==> config.mk <==
export PLATFORM = sky130hd
export DESIGN_NAME = vregs_exenum_seq
export DESIGN_NICKNAME = d
export VERILOG_FILES = /design/src/rtl/vregs_exenum_seq_pkg.sv /design/src/rtl/vregs_exenum_ascii.sv /design/src/rtl/vregs_exenum_seq.sv
export SDC_FILE = /design/constraint.sdc
export NUM_CORES = 1
export LEC_CHECK = 0
export CORE_MARGIN = 1.5
export CORE_UTILIZATION = 25
export CTS_BUF_LIST = sky130_fd_sc_hd__clkbuf_4
export CTS_CLUSTER_SIZE = 20
export DETAILED_ROUTE_END_ITERATION = 16
export GPL_TIMING_DRIVEN = 0
export HOLD_SLACK_MARGIN = 0.08
export PLACE_DENSITY = 0.61
export SYNTH_ARGS = -nofsm -noshare
export SYNTH_HDL_FRONTEND = slang
export SYNTH_SLANG_ARGS = --single-unit
==> constraint.sdc <==
create_clock -name clk -period 5.3 [get_ports clk]
set_clock_uncertainty 0.2 [all_clocks]
set_input_delay 1.06 -clock clk [delete_from_list [all_inputs] [get_ports clk]]
set_output_delay 1.06 -clock clk [all_outputs]
set_load 0.005 [all_outputs]
==> src/rtl/vregs_exenum_seq_pkg.sv <==
// Shared En_ExEnum encodings, legality check and the sequencing order
// (ONE -> TWO -> FIVE -> FOURTEEN -> ONE) used by the sequencer and its consumers.
package vregs_exenum_seq_pkg;

    typedef enum logic [3:0] {
        EP_ExEnum_ONE      = 4'd1,
        EP_ExEnum_TWO      = 4'd2,
        EP_ExEnum_FIVE     = 4'd5,
        EP_ExEnum_FOURTEEN = 4'd14
    } ex_enum_e;

    localparam int unsigned DWELL_W_DEFAULT = 8;

    function automatic logic exenum_legal(input logic [3:0] v);
        case (v)
            EP_ExEnum_ONE,
            EP_ExEnum_TWO,
            EP_ExEnum_FIVE,
            EP_ExEnum_FOURTEEN: exenum_legal = 1'b1;
            default:            exenum_legal = 1'b0;
        endcase
    endfunction

    // Illegal encodings (X/SEU only) recover to ONE.
    function automatic ex_enum_e exenum_next(input logic [3:0] v);
        case (v)
            EP_ExEnum_ONE:  exenum_next = EP_ExEnum_TWO;
            EP_ExEnum_TWO:  exenum_next = EP_ExEnum_FIVE;
            EP_ExEnum_FIVE: exenum_next = EP_ExEnum_FOURTEEN;
            default:        exenum_next = EP_ExEnum_ONE;
        endcase
    endfunction

endpackage

==> src/rtl/vregs_exenum_ascii.sv <==
// Combinational 4-bit En_ExEnum to 8-character ASCII debug decoder.
module vregs_exenum_ascii
    import vregs_exenum_seq_pkg::*;
(
    input  logic [3:0]  exenum_i,
    output logic [63:0] ascii_o
);

    always_comb begin
        ascii_o = "%Error  ";
        case (exenum_i)
            EP_ExEnum_ONE:      ascii_o = "one     ";
            EP_ExEnum_TWO:      ascii_o = "two     ";
            EP_ExEnum_FIVE:     ascii_o = "five    ";
            EP_ExEnum_FOURTEEN: ascii_o = "fourteen";
            default:            ascii_o = "%Error  ";
        endcase
    end

endmodule

==> src/rtl/vregs_exenum_seq.sv <==
// En_ExEnum sequencer: steps m_exenum_r with a programmable dwell per state,
// supports software force, graceful stop at a state boundary and a wrap pulse.
module vregs_exenum_seq
    import vregs_exenum_seq_pkg::*;
#(
    parameter int unsigned DWELL_W = DWELL_W_DEFAULT
) (
    input  logic               clk,
    input  logic               reset,
    input  logic [DWELL_W-1:0] cfg_dwell,
    input  logic               start,
    input  logic               stop,
    input  logic               force_vld,
    input  logic [3:0]         force_val,
    output logic [3:0]         m_exenum_r,
    output logic [63:0]        m_exenum_r_ascii,
    output logic               busy,
    output logic               wrap,
    output logic               err
);

    ex_enum_e           state_q, state_d;
    logic [DWELL_W-1:0] count_q, count_d;
    logic               busy_q, busy_d;
    logic               stop_pend_q, stop_pend_d;
    logic               wrap_q, wrap_d;
    logic               err_q, err_d;
    logic [DWELL_W-1:0] reload;

    // A dwell of 0 behaves as 1, so the reload value saturates at zero.
    assign reload = (cfg_dwell == '0) ? '0 : cfg_dwell - 1'b1;

    always_ff @(posedge clk) begin
        if (reset) begin
            state_q     <= EP_ExEnum_ONE;
            count_q     <= '0;
            busy_q      <= 1'b0;
            stop_pend_q <= 1'b0;
            wrap_q      <= 1'b0;
            err_q       <= 1'b0;
        end else begin
            state_q     <= state_d;
            count_q     <= count_d;
            busy_q      <= busy_d;
            stop_pend_q <= stop_pend_d;
            wrap_q      <= wrap_d;
            err_q       <= err_d;
        end
    end

    always_comb begin
        state_d     = state_q;
        count_d     = count_q;
        busy_d      = busy_q;
        stop_pend_d = stop_pend_q;
        wrap_d      = 1'b0;
        err_d       = err_q;

        // A stop seen while running is remembered even across a force cycle.
        if (busy_q && stop) begin
            stop_pend_d = 1'b1;
        end

        if (force_vld) begin
            if (exenum_legal(force_val)) begin
                state_d = ex_enum_e'(force_val);
                count_d = reload;
            end else begin
                err_d = 1'b1;
            end
        end else if (busy_q) begin
            if (count_q != '0) begin
                count_d = count_q - 1'b1;
            end else begin
                state_d = exenum_next(state_q);
                count_d = reload;
                wrap_d  = (state_q == EP_ExEnum_FOURTEEN);
                if (stop_pend_q || stop) begin
                    busy_d      = 1'b0;
                    stop_pend_d = 1'b0;
                end
            end
        end else if (start) begin
            busy_d      = 1'b1;
            count_d     = reload;
            stop_pend_d = stop;
        end
    end

    vregs_exenum_ascii u_ascii (
        .exenum_i (state_q),
        .ascii_o  (m_exenum_r_ascii)
    );

    assign m_exenum_r = state_q;
    assign busy       = busy_q;
    assign wrap       = wrap_q;
    assign err        = err_q;

endmodule

==> results.md <==
* Worst voltage drop across the vdd grid at 76.2 µV
* Worst R2R Path Depth at 8
* Most area-consuming cells after synthesis: sky130_fd_sc_hd__buf_4 (24%), sky130_fd_sc_hd__dfxtp_1 (21%), sky130_fd_sc_hd__nor2_1 (4.6%), sky130_fd_sc_hd__a21oi_1 (4.2%), sky130_fd_sc_hd__inv_1 (3.9%)
* Source of the critical timing path: m_exenum_r[2]$_SDFFE_PP0P_
* Share of cells above drive strength 1 at 24.3%
* Maximum number of pins on one net before global-route repair at 12
* DRC errors left at 0
* Num rows at 28
* Count of input and output buffers at 61
* Via count at 1538
* R2r setup slk at 3.12 ns
* Result of the run: completed
* Top cells by count, synth: sky130_fd_sc_hd__buf_4 (50), sky130_fd_sc_hd__nor2_1 (19), sky130_fd_sc_hd__dfxtp_1 (16), sky130_fd_sc_hd__inv_1 (16), sky130_fd_sc_hd__a21oi_1 (13)
* Number of hold buffers added after CTS at 0
* Number of clock sinks at 16
* Post-layout instance count excluding filler cells at 367
* Clock tree from TritonCTS: yes
* Global route total overflow at 0
* Unrepaired setup endpoints after global routing: no
* Setup Viol. Count Final at 0
* Setup tns final at 0 ns
* Number of max-capacitance violations reported at 0
* Placer Congestion at 0.786
* Combined global-route utilization of all metal layers at 11.1%
* Share of synthesized registers carrying an async set or reset at 0%
* Number of max-slew violations in the final report at 0
* Type of the worst setup path: reg -> out
* Wire per inst at 10.3 µm
* Most instantiated flip-flop cell in the synthesis netlist: sky130_fd_sc_hd__dfxtp_1
* Global-route wire length before repair at 5960 µm
* H-tree depth reported by CTS at 1
* Fmax achieved at 284 MHz
* Post-DP HPWL at 3170 µm
* Worst skew pair latency at 0.29 ns
* Antenna fix cells at 0
* Placeable core region at 5960 µm²
* Final Worst Setup Slack at 1.78 ns
* Fraction of post-synthesis cell area in the top cell type by area at 24.1%
* Post-placement cell area at 2350 µm²
* Cts bufs inserted at 3
* Critical R2R Launch: count_q[0]$_SDFFE_PP0P_
* Avg Inst Size Synth at 7.64 µm²
* Number of warning messages in the yosys log at 0
* Cell count after placement at 363
* Number of synthesized register bits at 16
* Tightest Pin Transition at 0.775 ns
* Final critical delay including setup and external delays at 3.52 ns
* Total Die Area at 6710 µm²
* Share of the clock period used by the worst path at 66.5%
* Layout net count at 314
* Pre-Repair DR Iteration Count at 4
* Total power divided by cell area at 187 nW/µm²
* Slew headroom at 47.8%
* Hold WC Path Type: reg -> reg
* Number of standard cells after synthesis at 204
* Cell at the root of the clock tree: sky130_fd_sc_hd__clkbuf_4
* Number of synthesized flops with an enable pin at 0
* Post-synthesis sequential area ratio at 20.6%
* Multi-input combinational cell area at 861 µm²
* Number of DRC markers in iteration 0 at 54
* Final design instance area without fill at 2370 µm²
* Critical path data required time at 4.04 ns
* Dominant cell by count in the synthesized netlist: sky130_fd_sc_hd__buf_4
* Cell taking the most area after synthesis: sky130_fd_sc_hd__buf_4
* Bufs on Longest Clock Path at 2
* Vias per cell at 4.19
* Aggregate routed wire length at 3790 µm
* Sequential cell area at 320 µm²
* Antenna violations before repair at 0
* Capture instance of the worst register-to-register path: count_q[6]$_SDFFE_PP0P_
* Worst-case setup slack after placement at 1.99 ns
* Number of resized instances in the post-cts repair step at 0
* Destination of the critical timing path: m_exenum_r_ascii[49]
* Fill count at 640
* Ports placed on the boundary at 88
* Launching element type of the critical path: flip-flop
* Synth unique cells at 49
* Number of global-route vias before repair at 1334
* Initial Util at 26.2%
* P_leak at 1.07 nW
* Worst slack on hold paths at 0.249 ns
* Number of instances on the worst hold path at 2
* Clock input transition at the sequential cells of the worst setup and hold paths at 0.09 ns
* Chip Height at 81.9 µm
* DRT antenna net count at 0
* Data arrival at the endpoint of the critical path at 2.26 ns
* X dimension of the die at 81.9 µm
* Number of hold violations in the final report at 0
* Biggest fanout along the worst timing path at 8
* Total standard cell area after synthesis at 1560 µm²
* Kind of capture point of the worst setup path: primary output
* Post-CTS setup repair buffer count at 0
* Growth of design area from synthesis to finish at 52.4%
stage by stage:
stage,power [mW],util [%]
floorplan,0.273,-
global placement,0.378,39.4
detailed placement,0.381,39.4
CTS,0.449,39.9
global route,0.480,39.9
finish,0.445,39.9
final cells by class:
| class | count | share of cell area (%) |
|---|---|---|
| plain buffers | 55 | 17.0 |
| inverters | 16 | 2.53 |
| well taps | 75 | 3.95 |
| multi-input cells | 140 | 36.2 |
| repair buffers | 61 | 25.7 |
| flip-flops and latches | 16 | 13.5 |
| clock inverters | 1 | 0.158 |
| clock buffers | 3 | 0.948 |
routing by layer:
layer  up-vias  share of wire (%)  global-route usage, %
met5         -                  0                      0
met4         0               0.24                   2.54
met3         2                 13                   3.00
met2        79                 45                   20.1
met1       660                 42                   12.9
li1        797                  -                      -
cell families (layout without fill, tap and decap cells):
kind of cell	count (synthesis)	in the layout	share of synthesized area [%]
xor gates and xnor gates	6	6	3.37
other	2	25	0.482
muxes	3	3	1.93
DFF	16	16	20.6
adders and majority gates	4	4	3.21
and+or+nand+nor	62	62	23.5
buffers and inverters	71	136	29.7
AOI/OAI and AO/OA	40	40	17.3
worst min path at each step:
stage / start / endpoint / slack, ns
detailed placement: err$_SDFFE_PP0N_ / err$_SDFFE_PP0N_ / 0.24
global placement: err$_SDFFE_PP0N_ / err$_SDFFE_PP0N_ / 0.24
CTS: err$_SDFFE_PP0N_ / err$_SDFFE_PP0N_ / 0.25
finish: err$_SDFFE_PP0N_ / err$_SDFFE_PP0N_ / 0.25
global route: err$_SDFFE_PP0N_ / err$_SDFFE_PP0N_ / 0.29
floorplan: err$_SDFFE_PP0N_ / err$_SDFFE_PP0N_ / 0.24
critical path, stage by stage, from the launching register on:
cell                              delay [ns]
sky130_fd_sc_hd__dfxtp_1                0.40
sky130_fd_sc_hd__nor4b_2                0.65
sky130_fd_sc_hd__nor2_1                 0.19
sky130_fd_sc_hd__nand2_1                0.14
sky130_fd_sc_hd__buf_4                  0.11
sky130_fd_sc_hd__clkdlybuf4s50_1        0.48
layout by cell type, fill, tap and decap left out, types with 2 or more instances in the layout:
master	count
sky130_fd_sc_hd__nor4_1	3
sky130_fd_sc_hd__a21oi_1	13
sky130_fd_sc_hd__conb_1	25
sky130_fd_sc_hd__o22ai_1	2
sky130_fd_sc_hd__nand2_1	9
sky130_fd_sc_hd__a311oi_1	2
sky130_fd_sc_hd__nor3b_1	2
sky130_fd_sc_hd__o21ai_0	7
sky130_fd_sc_hd__clkbuf_4	3
sky130_fd_sc_hd__xor2_1	2
sky130_fd_sc_hd__or3b_2	2
sky130_fd_sc_hd__mux2i_1	3
sky130_fd_sc_hd__nor2_1	19
sky130_fd_sc_hd__nand3_1	3
sky130_fd_sc_hd__clkbuf_1	3
sky130_fd_sc_hd__xnor2_1	4
sky130_fd_sc_hd__inv_1	16
sky130_fd_sc_hd__nor3_1	5
sky130_fd_sc_hd__nor2b_1	4
sky130_fd_sc_hd__or2_2	2
sky130_fd_sc_hd__o21a_1	3
sky130_fd_sc_hd__dfxtp_1	16
sky130_fd_sc_hd__a31oi_1	2
sky130_fd_sc_hd__buf_4	50
sky130_fd_sc_hd__o32a_2	2
sky130_fd_sc_hd__clkdlybuf4s50_1	61
sky130_fd_sc_hd__ha_1	4
registers in the layout (all words and copies together) (netlist names):
name         cells
count_q          8
wrap             1
m_exenum_r       4
stop_pend_q      1
busy             1
err              1
where the power goes:
group | internal, mW | total, mW | leakage (nW) | switching (mW)
registers | 0.131 | 0.144 | 0.132 | 0.0135
logic | 0.143 | 0.233 | 0.918 | 0.0904
clock network | 0.0274 | 0.0675 | 0.0154 | 0.0400
Power figures use the tool's default switching activity.
